**src/rtl/l_top_echo_if.sv**
```systemverilog
// Enqueue-style handshake bundle: strobe + message toward the receiver, ready back.
interface l_top_echo_if #(
    parameter int WIDTH = 128
);
    logic             enq__ENA;
    logic [WIDTH-1:0] enq_v;
    logic             enq__RDY;

    modport master (output enq__ENA, output enq_v, input enq__RDY);
    modport slave  (input enq__ENA, input enq_v, output enq__RDY);
endinterface

```
**src/rtl/l_top_echo.sv**
```systemverilog
// Echo block: queues request payloads and replays each one as an indication
// tagged with a fixed 16-bit length field in the low bits.
module l_top_echo #(
    parameter int          WIDTH      = 128,
    parameter int          DEPTH_LOG2 = 2,
    parameter logic [15:0] IND_LEN    = 16'd1
) (
    input logic           CLK,
    input logic           nRST,
    l_top_echo_if.slave   request,
    l_top_echo_if.master  indication
);
    localparam int DEPTH = 1 << DEPTH_LOG2;
    localparam int PW    = WIDTH - 16;

    typedef logic [DEPTH_LOG2-1:0] ptr_t;
    typedef logic [DEPTH_LOG2:0]   cnt_t;

    logic [PW-1:0] mem_q [DEPTH];
    ptr_t wr_ptr_q, wr_ptr_d;
    ptr_t rd_ptr_q, rd_ptr_d;
    cnt_t count_q, count_d;
    logic full, empty, do_enq, do_deq;

    // Ready is derived from state only, so a same-cycle dequeue never opens a slot.
    always_comb begin
        full     = (count_q == cnt_t'(DEPTH));
        empty    = (count_q == '0);
        do_enq   = request.enq__ENA & ~full;
        do_deq   = ~empty & indication.enq__RDY;
        wr_ptr_d = wr_ptr_q + ptr_t'(do_enq);
        rd_ptr_d = rd_ptr_q + ptr_t'(do_deq);
        count_d  = count_q + cnt_t'(do_enq) - cnt_t'(do_deq);
    end

    always_ff @(posedge CLK or negedge nRST) begin
        if (!nRST) begin
            wr_ptr_q <= '0;
            rd_ptr_q <= '0;
            count_q  <= '0;
        end else begin
            wr_ptr_q <= wr_ptr_d;
            rd_ptr_q <= rd_ptr_d;
            count_q  <= count_d;
        end
    end

    // Storage is not reset; the empty gate on the output hides stale contents.
    always_ff @(posedge CLK) begin
        if (do_enq) mem_q[wr_ptr_q] <= request.enq_v[WIDTH-1:16];
    end

    assign request.enq__RDY     = ~full;
    assign indication.enq__ENA  = do_deq;
    assign indication.enq_v     = empty ? '0 : {mem_q[rd_ptr_q], IND_LEN};
endmodule

```
**src/flat_wrapper.sv**
```systemverilog
// flat-port wrapper written by rule: the top's interface ports become plain ports
module l_top_echo_flat 
#(
    parameter int          WIDTH      = 128,
    parameter int          DEPTH_LOG2 = 2,
    parameter logic [15:0] IND_LEN    = 16'd1
)
  (CLK, nRST, request_enq__ENA, request_enq_v, request_enq__RDY, indication_enq__ENA, indication_enq_v, indication_enq__RDY);
  l_top_echo_if #(.WIDTH(WIDTH)) request_i ();
  l_top_echo_if #(.WIDTH(WIDTH)) indication_i ();
  input logic CLK;
  input logic nRST;
  input wire logic [$bits(request_i.enq__ENA)-1:0] request_enq__ENA;
  input wire logic [$bits(request_i.enq_v)-1:0] request_enq_v;
  output wire logic [$bits(request_i.enq__RDY)-1:0] request_enq__RDY;
  output wire logic [$bits(indication_i.enq__ENA)-1:0] indication_enq__ENA;
  output wire logic [$bits(indication_i.enq_v)-1:0] indication_enq_v;
  input wire logic [$bits(indication_i.enq__RDY)-1:0] indication_enq__RDY;
  assign request_i.enq__ENA = request_enq__ENA;
  assign request_i.enq_v = request_enq_v;
  assign request_enq__RDY = request_i.enq__RDY;
  assign indication_enq__ENA = indication_i.enq__ENA;
  assign indication_enq_v = indication_i.enq_v;
  assign indication_i.enq__RDY = indication_enq__RDY;
  l_top_echo #(.WIDTH(WIDTH), .DEPTH_LOG2(DEPTH_LOG2), .IND_LEN(IND_LEN)) u_core (.CLK(CLK), .nRST(nRST), .request(request_i), .indication(indication_i));
endmodule
```
**config.mk**
```make
export PLATFORM = sky130hd
export DESIGN_NAME = l_top_echo_flat
export DESIGN_NICKNAME = d
export VERILOG_FILES = /design/src/rtl/l_top_echo_if.sv /design/src/rtl/l_top_echo.sv /design/src/flat_wrapper.sv
export SDC_FILE = /design/constraint.sdc
export NUM_CORES = 1
export LEC_CHECK = 0
export ABC_AREA = 1
export BUFFER_PORTS_ARGS = -buffer_cell sky130_fd_sc_hd__buf_2
export CELL_PAD_IN_SITES_DETAIL_PLACEMENT = 0
export CELL_PAD_IN_SITES_GLOBAL_PLACEMENT = 1
export CORE_ASPECT_RATIO = 1.1
export CORE_MARGIN = 3
export CORE_UTILIZATION = 45
export CTS_CLUSTER_SIZE = 20
export DETAILED_ROUTE_END_ITERATION = 7
export PLACE_DENSITY = 0.85
export SYNTH_ARGS = -nofsm -noshare
export SYNTH_HDL_FRONTEND = slang
export SYNTH_SLANG_ARGS = --single-unit
```
**constraint.sdc**
```tcl
create_clock -name CLK -period 12.3 [get_ports CLK]
set_input_delay 0.615 -clock CLK [delete_from_list [all_inputs] [get_ports CLK]]
set_output_delay 0.615 -clock CLK [all_outputs]
set_load 0.1 [all_outputs]
```
==> results of run 1 <==
-- final timing paths --
check                                        start                    to  slack (ns)  cells past startpoint
min in group asynchronous                     nRST     u_core.count_q[1]        0.42                      2
worst min-delay path             request_enq_v[91]   u_core.mem_q[0][75]        0.26                      1
worst max register to register  u_core.rd_ptr_q[0]    u_core.rd_ptr_q[0]        9.40                      4
worst min register to register  u_core.wr_ptr_q[1]    u_core.wr_ptr_q[1]        0.55                      1
worst max-delay path            u_core.rd_ptr_q[0]  indication_enq_v[33]        7.81                      6
max in group asynchronous                     nRST    u_core.rd_ptr_q[1]       11.69                      2
-- per-layer routing --
| metal | routed length [µm] | part of all wire (%) | track usage [%] |
|---|---|---|---|
| met3 | 3121 | 7.2 | 4.912 |
| met5 | 33 | 0.076 | 0 |
| met4 | 1068 | 2.5 | 6.528 |
| met1 | 17010 | 39 | 21.78 |
| met2 | 22030 | 51 | 33.49 |
-- sequential cells by signal, summed over array words and instances (netlist names) --
name             count
u_core.count_q       3
u_core.mem_q       448
u_core.rd_ptr_q      2
u_core.wr_ptr_q      2
-- synthesized netlist by cell type, types with 3 or more instances --
cell and n:
ha_1 3, nand3_1 225, clkbuf_1 19, nor3_1 4, edfxtp_1 448, buf_2 50, buf_1 6, dfrtp_1 7
nand2_1 460, a21oi_1 112, inv_1 458, buf_4 25
-- cell type report --
type                    count  share of cell area (%)
diodes                      6                 0.06687
clock buffers              61                   5.796
clock inverters            23                  0.7133
inverters                 460                   7.746
multi-input cells         824                   16.01
flip-flops and latches    455                   60.73
well taps                 567                   3.160
repair buffers            249                   5.774
-- logic make-up (layout without fill, tap and decap cells) --
kind of cell	count (synthesis)	after routing	synth area share [%]
xor gates and xnor gates	2	2	0.09022
DFF	455	455	70.18
and+or+nand+nor	691	691	14.84
adders and majority gates	4	4	0.2964
other	1	21	0.01931
buffers and inverters	561	793	11.69
AOI/OAI and AO/OA	112	112	2.886
-- through the flow --
stage               util (%)  hold slack (ns)
global placement       49.33           0.4547
detailed placement     49.33           0.4648
global route           52.81           0.2236
CTS                    52.79           0.2191
finish                 52.82           0.2583
floorplan                  -           0.3194
-- critical path: stages (launching register included) --
cell and delay, ns:
dfrtp_4 0.80, inv_6 0.85, buf_4 0.89, nand2_1 0.15, nand3_1 0.12, a21oi_1 0.09
buf_2 0.33
-- what timing repair did --
action                     CTS  global route
hold endpoints to repair     7             0
hold buffers                 1             0
setup endpoints to repair    0             0
==> results.sh, run 1 <==
export IMPL_gp_congestion=0.7132
export IMPL_root_buffer="clkbuf_16"
export IMPL_post_cts_buffers=0
export IMPL_dieWidth_um=204.1
export IMPL_clkTransAtPathRegs_ns=0.06
export IMPL_initial_core_util_pct=45.69
export IMPL_post_cts_resized=0
export IMPL_grt_pass1_wl_um=66230
export IMPL_fp_dieH_um=223.9
export IMPL_wl_per_cell_um=16.36
export IMPL_nNetsFinal=2173
export IMPL_fin_crit_ns=4.490
export IMPL_drtIter0Drc=763
export IMPL_cts_tree="yes"
export IMPL_stdcell_count=2645
export IMPL_cts_inserted_buffers=47
export IMPL_final_cell_mix="nand2_1, inv_1, edfxtp_1"
export IMPL_synth_edf_count=448
export IMPL_critPathKind="register to output pin"
export IMPL_ys_seq_elements=455
export IMPL_finalSetupViolCount=0
export IMPL_dp_cells=2554
export IMPL_grt_max_degree=138
export IMPL_ys_warnings_count=0
export IMPL_grt_use_total_pct=18.70
export IMPL_rsz0062_at_grt="no"
export IMPL_maxSlewHeadroom_pct=27.46
export IMPL_yosysTopAreaCellShare_pct=69.27
export IMPL_via_count=12618
export IMPL_critical_path_arrival_ns=3.88
export IMPL_max_cap_violations=0
export IMPL_synth_seq_area_share_pct=70.18
export IMPL_port_buffers=230
export IMPL_post_place_ws_ns=8.293
export IMPL_ys_async_sr_fraction_pct=1.538
export IMPL_core_area_um2=42500
export IMPL_tightest_slew_ns=1.088
export IMPL_grt_remaining_overflow=0
export IMPL_required_ns=11.69
export IMPL_insertion_delay_ns=0.57
export IMPL_register_area_um2=13640
export IMPL_status="complete, no violations"
export IMPL_viasPerCell=4.771
export IMPL_setup_tns_ns=0
export IMPL_layout_cells_most_common="nand2_1"
export IMPL_finalHoldViolations=0
export IMPL_multi_input_area_um2=3595
export IMPL_yosys_cell_types_count=21
export IMPL_avgSynthCellArea_um2=10.64
export IMPL_final_period_utilization_pct=36.51
export IMPL_grt_pass1_vias=12490
export IMPL_dieArea_um2=45690
export IMPL_htreeDepth=2
export IMPL_clk_path_buf_depth=3
export IMPL_num_rows=79
export IMPL_netlist_instances=1826
export IMPL_drc=0
export IMPL_antenna_found_initial=9
export IMPL_io_pins=262
export IMPL_ant_nets=0
export IMPL_area_growth_pct=15.61
export IMPL_fin_area_um2=22450
export IMPL_dp_final_hpwl_um=23850
export IMPL_fmax_mhz=222.7
export IMPL_synth_area_leaders="edfxtp_1, nand2_1, inv_1, nand3_1, a21oi_1"
export IMPL_drt_pass1_iterations=5
export IMPL_worst_path_max_fanout=137
export IMPL_final_setup_worst_slack_ns=7.810
export IMPL_drive_gt1_share_pct=15.44
export IMPL_nFillCells=3621
export IMPL_slew_violations=0
export IMPL_endpoint_kind="output pin"
export IMPL_synth_top_area_cell="edfxtp_1"
export IMPL_fin_skew_ns=0.01341
export IMPL_syn_area_um2=19420
export IMPL_hold_path_class="primary input to register"
export IMPL_start_kind="register"
export IMPL_cts_sinks=455
export IMPL_wl_um=43260
export IMPL_dpl_cell_area_um2=20970
export IMPL_synth_ff_type="edfxtp_1"
Power of run 1 is not shown: default switching activity piles up to over one toggle a cycle in this logic, so the estimate is an artifact.
==> run 2: changes to the inputs <==
clock period = 4.6 ns   (was 12.3 ns; I/O delays follow)
==> run 2 against run 1 <==
  * Non-clock buffer count increased by 113
  * Critical path type unchanged
  * Utilization increased by 2.9 points
  * Worst hold slack lost 0.21 ns
==> results.sh, run 2 (same netlist as run 1, synthesis figures left out) <==
export IMPL_fin_area_um2=23680
export IMPL_busiest_layer="met2"
export IMPL_htreeDepth=2
export IMPL_rr_worst_depth=5
export IMPL_layout_cells_most_common="nand2_1"
export IMPL_num_rows=79
export IMPL_grt_met1_usage_pct=22.51
export IMPL_dp_final_hpwl_um=23260
export IMPL_drtIter0Drc=743
export IMPL_post_cts_buffers=0
export IMPL_finalSetupViolCount=0
export IMPL_post_cts_resized=0
export IMPL_initial_core_util_pct=45.69
export IMPL_reg_top3="u_core.mem_q: 448 flops, u_core.count_q: 3 flops"
export IMPL_worstReg2RegStart="u_core.count_q[1]"
export IMPL_tightest_slew_ns=1.119
export IMPL_fp_dieH_um=223.9
export IMPL_final_cell_mix="nand2_1, inv_1, edfxtp_1"
export IMPL_global_route_usage_met3_pct=4.127
export IMPL_max_cap_violations=0
export IMPL_nNetsFinal=2286
export IMPL_endpoint_kind="output pin"
export IMPL_setup_tns_ns=0
export IMPL_drt_pass1_iterations=7
export IMPL_root_buffer="clkbuf_16"
export IMPL_final_period_utilization_pct=76.25
export IMPL_ant_nets=0
export IMPL_dpl_cell_area_um2=21050
export IMPL_cp_top_family="buffers and inverters"
export IMPL_gp_congestion=0.7186
export IMPL_drc=0
export IMPL_cp_cell_sequence="inv_4, buf_4, nand3_1, a21oi_1, buf_2"
export IMPL_cp_slowest_cell="dfrtp_4"
export IMPL_maxSlewHeadroom_pct=25.38
export IMPL_crit_buf_inv=3
export IMPL_grt_pass1_wl_um=68720
export IMPL_finalHoldViolations=0
export IMPL_viasPerCell=4.782
export IMPL_nFillCells=3441
export IMPL_antenna_found_initial=4
export IMPL_fin_crit_ns=3.508
export IMPL_via_count=13161
export IMPL_grt_remaining_overflow=0
export IMPL_cp_slowest_stage_delay_ns=0.85
export IMPL_drive_gt1_share_pct=14.94
export IMPL_hold_buffers=114
export IMPL_largest_reg_flops=448
export IMPL_wl_per_cell_um=15.97
export IMPL_met2_usage_pct=34.91
export IMPL_register_area_um2=13640
export IMPL_grt_use_total_pct=19.17
export IMPL_slew_violations=0
export IMPL_clk_path_buf_depth=3
export IMPL_core_area_um2=42500
export IMPL_regToRegSetupSlack_ns=2.45
export IMPL_top_register="u_core.mem_q"
export IMPL_cts_tree="yes"
export IMPL_status="complete, no violations"
export IMPL_worstReg2RegEnd="u_core.mem_q[3][62]"
export IMPL_clkTransAtPathRegs_ns=0.06
export IMPL_cts_inserted_buffers=47
export IMPL_area_growth_pct=21.95
export IMPL_port_buffers=230
export IMPL_rsz0062_at_grt="no"
export IMPL_critical_path_arrival_ns=3.28
export IMPL_hold_path_class="primary input to async pin"
export IMPL_dieArea_um2=45690
export IMPL_critPathKind="register to output pin"
export IMPL_cts_sinks=455
export IMPL_required_ns=4.37
export IMPL_grt_max_degree=228
export IMPL_dieWidth_um=204.1
export IMPL_insertion_delay_ns=0.57
export IMPL_io_pins=262
export IMPL_multi_input_area_um2=3622
export IMPL_fmax_mhz=285.1
export IMPL_grt_pass1_vias=13478
export IMPL_wl_um=43950
export IMPL_fin_skew_ns=0.01436
export IMPL_start_kind="register"
export IMPL_worst_path_max_fanout=70
## run 2: worst register-to-register path, stage by stage, from the launching register on
cell and delay [ns]:
dfrtp_1 0.38, nor2_1 0.08, nand2_2 0.07, nand2_1 0.25
nor3_4 0.25, buf_4 0.67
## run 2: through the flow
stage                     hold slack, ns  cells  utilization [%]  setup slack [ns]
after floorplan                 -0.06559   1840                -            0.2238
after global placement           0.07610   2554            49.53             1.654
after detailed placement         0.08013   2554            49.53             1.668
after CTS                       0.004598   2749            55.70             1.043
after global routing             0.03664   2752            55.72            0.9385
final                            0.04334   2752            55.72             1.092
## run 2: cell type report
type | instances | share of cell area [%]
flip-flops and latches | 455 | 57.58
multi-input cells | 824 | 15.29
repair buffers | 362 | 10.51
inverters | 460 | 7.333
clock buffers | 55 | 5.093
well taps | 567 | 2.996
clock inverters | 26 | 1.162
diodes | 3 | 0.03170
## run 2: how the worst max path moves through the flow
stage | from | to | slack (ns) | cells after the start
final | u_core.rd_ptr_q[1] | indication_enq_v[96] | 1.09 | 5
after global routing | u_core.rd_ptr_q[1] | indication_enq_v[110] | 0.94 | 5
after CTS | u_core.rd_ptr_q[1] | indication_enq_v[96] | 1.04 | 5
after detailed placement | u_core.rd_ptr_q[1] | indication_enq_v[96] | 1.67 | 5
after global placement | u_core.rd_ptr_q[1] | indication_enq_v[110] | 1.65 | 5
after floorplan | u_core.count_q[1] | u_core.mem_q[0][0] | 0.22 | 4
## run 2: per-layer routing
metal,vias up,part of all wire [%],wire length [µm]
li1,6408,-,-
met1,6359,41,17830
met2,310,52,22770
met3,82,5.1,2241
met4,2,2.5,1099
met5,-,0.030,13
Power of run 2 is left out for the same reason.
==> run 3: changes to the inputs <==
ABC_AREA = 0   (was 1)
PLACE_DENSITY = 0.82   (was 0.85)
clock period = 3.2 ns   (was 4.6 ns; I/O delays follow)
==> run 3 against run 2 <==
  * Worst setup slack got worse by 0.65 ns
  * Design area decreased by 7.7%
  * Non-clock buffer count increased by 4
  * Critical endpoint is now indication_enq_v[52]
==> results.sh, run 3 <==
export IMPL_status="complete, no violations"
export IMPL_area_growth_pct=25.77
export IMPL_fin_crit_ns=2.757
export IMPL_final_cell_mix="edfxtp_1, buf_2, dlygate4sd3_1"
export IMPL_wl_um=34970
export IMPL_drive_gt1_share_pct=37.60
export IMPL_synth_ff_type="edfxtp_1"
export IMPL_initial_core_util_pct=46.26
export IMPL_required_ns=3.04
export IMPL_ant_nets=0
export IMPL_gp_congestion=0.6986
export IMPL_tightest_slew_ns=0.6227
export IMPL_htreeDepth=2
export IMPL_maxSlewHeadroom_pct=58.49
export IMPL_reg_top3="u_core.mem_q: 448 flops, u_core.count_q: 3 flops"
export IMPL_cts_sinks=455
export IMPL_dp_final_hpwl_um=19320
export IMPL_post_cts_buffers=0
export IMPL_via_count=8634
export IMPL_finalHoldViolations=0
export IMPL_netlist_instances=757
export IMPL_fmax_mhz=362.8
export IMPL_post_cts_resized=0
export IMPL_grt_pass1_vias=9503
export IMPL_insertion_delay_ns=0.55
export IMPL_clkTransAtPathRegs_ns=0.06
export IMPL_clk_path_buf_depth=3
export IMPL_critical_path_arrival_ns=2.60
export IMPL_wl_per_cell_um=21.07
export IMPL_largest_reg_flops=448
export IMPL_drtIter0Drc=472
export IMPL_syn_area_um2=17390
export IMPL_root_buffer="clkbuf_16"
export IMPL_ys_seq_elements=455
export IMPL_finalSetupViolCount=0
export IMPL_top_register="u_core.mem_q"
export IMPL_hold_buffers=115
export IMPL_max_cap_violations=0
export IMPL_num_rows=74
export IMPL_synth_area_leaders="edfxtp_1, mux4_2, and2_1, dfrtp_1, buf_4"
export IMPL_hold_path_class="primary input to register"
export IMPL_synth_edf_count=448
export IMPL_dieArea_um2=41040
export IMPL_final_period_utilization_pct=86.15
export IMPL_ys_warnings_count=0
export IMPL_cts_tree="yes"
export IMPL_endpoint_kind="output pin"
export IMPL_holdWs_ns=0.1419
export IMPL_antenna_found_initial=2
export IMPL_viasPerCell=5.201
export IMPL_nFillCells=2792
export IMPL_layout_cells_most_common="edfxtp_1"
export IMPL_start_kind="register"
export IMPL_grt_remaining_overflow=0
export IMPL_rsz0062_at_grt="no"
export IMPL_post_place_ws_ns=0.9432
export IMPL_port_buffers=230
export IMPL_avgSynthCellArea_um2=22.97
export IMPL_ys_async_sr_fraction_pct=1.538
export IMPL_drt_pass1_iterations=4
export IMPL_grt_pass1_wl_um=54460
export IMPL_yosysMostFrequentCell="edfxtp_1"
export IMPL_dieWidth_um=193.4
export IMPL_drc=0
export IMPL_cts_inserted_buffers=45
export IMPL_io_pins=262
export IMPL_synth_commonest_cells="edfxtp_1, and2_1, mux4_2"
export IMPL_critPathKind="register to output pin"
export IMPL_slew_violations=0
export IMPL_final_setup_worst_slack_ns=0.4433
export IMPL_synth_top_area_cell="edfxtp_1"
export IMPL_yosys_cell_types_count=22
export IMPL_fp_dieH_um=212.2
export IMPL_yosysTopAreaCellShare_pct=77.36
export IMPL_grt_max_degree=83
export IMPL_fin_skew_ns=0.02701
export IMPL_grt_use_total_pct=17.16
export IMPL_nNetsFinal=1267
export IMPL_synth_seq_area_share_pct=78.37
export IMPL_worst_path_max_fanout=14
export IMPL_core_area_um2=37590
export IMPL_final_core_util_pct=58.18
-- run 3: cell count changes in the layout (fill, tap and decap cells not counted), moves of 3 or more --
cell / before / now
a21oi_1: 112 / 0
and2_1: 0 / 112
buf_12: 5 / 11
buf_4: 13 / 10
inv_1: 457 / 6
mux4_2: 0 / 112
nand2_1: 459 / 0
nand3_1: 225 / 0
nor3_4: 4 / 0
-- run 3: final cells by class --
type	instances	area [µm²]	share of cell area (%)
Inverter	6	22.52	0.1030
Clock buffer	54	1202	5.498
Timing Repair Buffer	366	2597	11.88
Clock inverter	27	270.3	1.236
Tap cell	494	618.1	2.826
Sequential cell	455	13640	62.35
Antenna cell	1	2.502	0.01144
Multi-Input combinational cell	257	3521	16.10
-- run 3: critical path: stages (launching register included) --
cell	delay, ns
dfrtp_4	0.64
buf_4	0.36
mux4_2	0.56
and2_1	0.17
buf_2	0.29
-- run 3: kinds of logic after synthesis --
group           synth area share, %
flops                         78.37
simple gates                  4.368
mux                           14.51
buf+inv                       2.058
xor+xnor                     0.2519
fa+ha+maj                    0.3310
compound gates              0.09356
other cells                 0.02157
-- run 3: routing by layer --
layer  up-vias  track usage (%)  part of all wire, %
met5         -                0                    0
met3        57            3.930                  5.7
met4         0            4.540                  2.0
met1      4497            21.36                   40
met2       258            30.69                   52
li1       3822                -                    -
-- run 3: path summary, 6_finish.rpt --
path	startpoint	to	slack [ns]	depth (start not counted)
min in group asynchronous	nRST	u_core.count_q[0]	0.60	3
worst min-delay path	request_enq__ENA	u_core.wr_ptr_q[0]	0.14	3
worst max-delay path	u_core.rd_ptr_q[0]	indication_enq_v[52]	0.44	4
worst min register to register	u_core.count_q[2]	u_core.count_q[2]	0.56	1
max in group asynchronous	nRST	u_core.rd_ptr_q[0]	2.31	3
worst max register to register	u_core.count_q[1]	u_core.count_q[2]	0.93	8
-- run 3: through the flow --
step | std cells | instance area (µm²) | TNS [ns]
CTS | 1659 | 21870 | 0
detailed placement | 1463 | 19240 | 0
finish | 1660 | 21870 | 0
global placement | 1463 | 19240 | 0
global route | 1660 | 21870 | 0
floorplan | 771 | 17500 | -505.13
Power of run 3 is left out for the same reason.
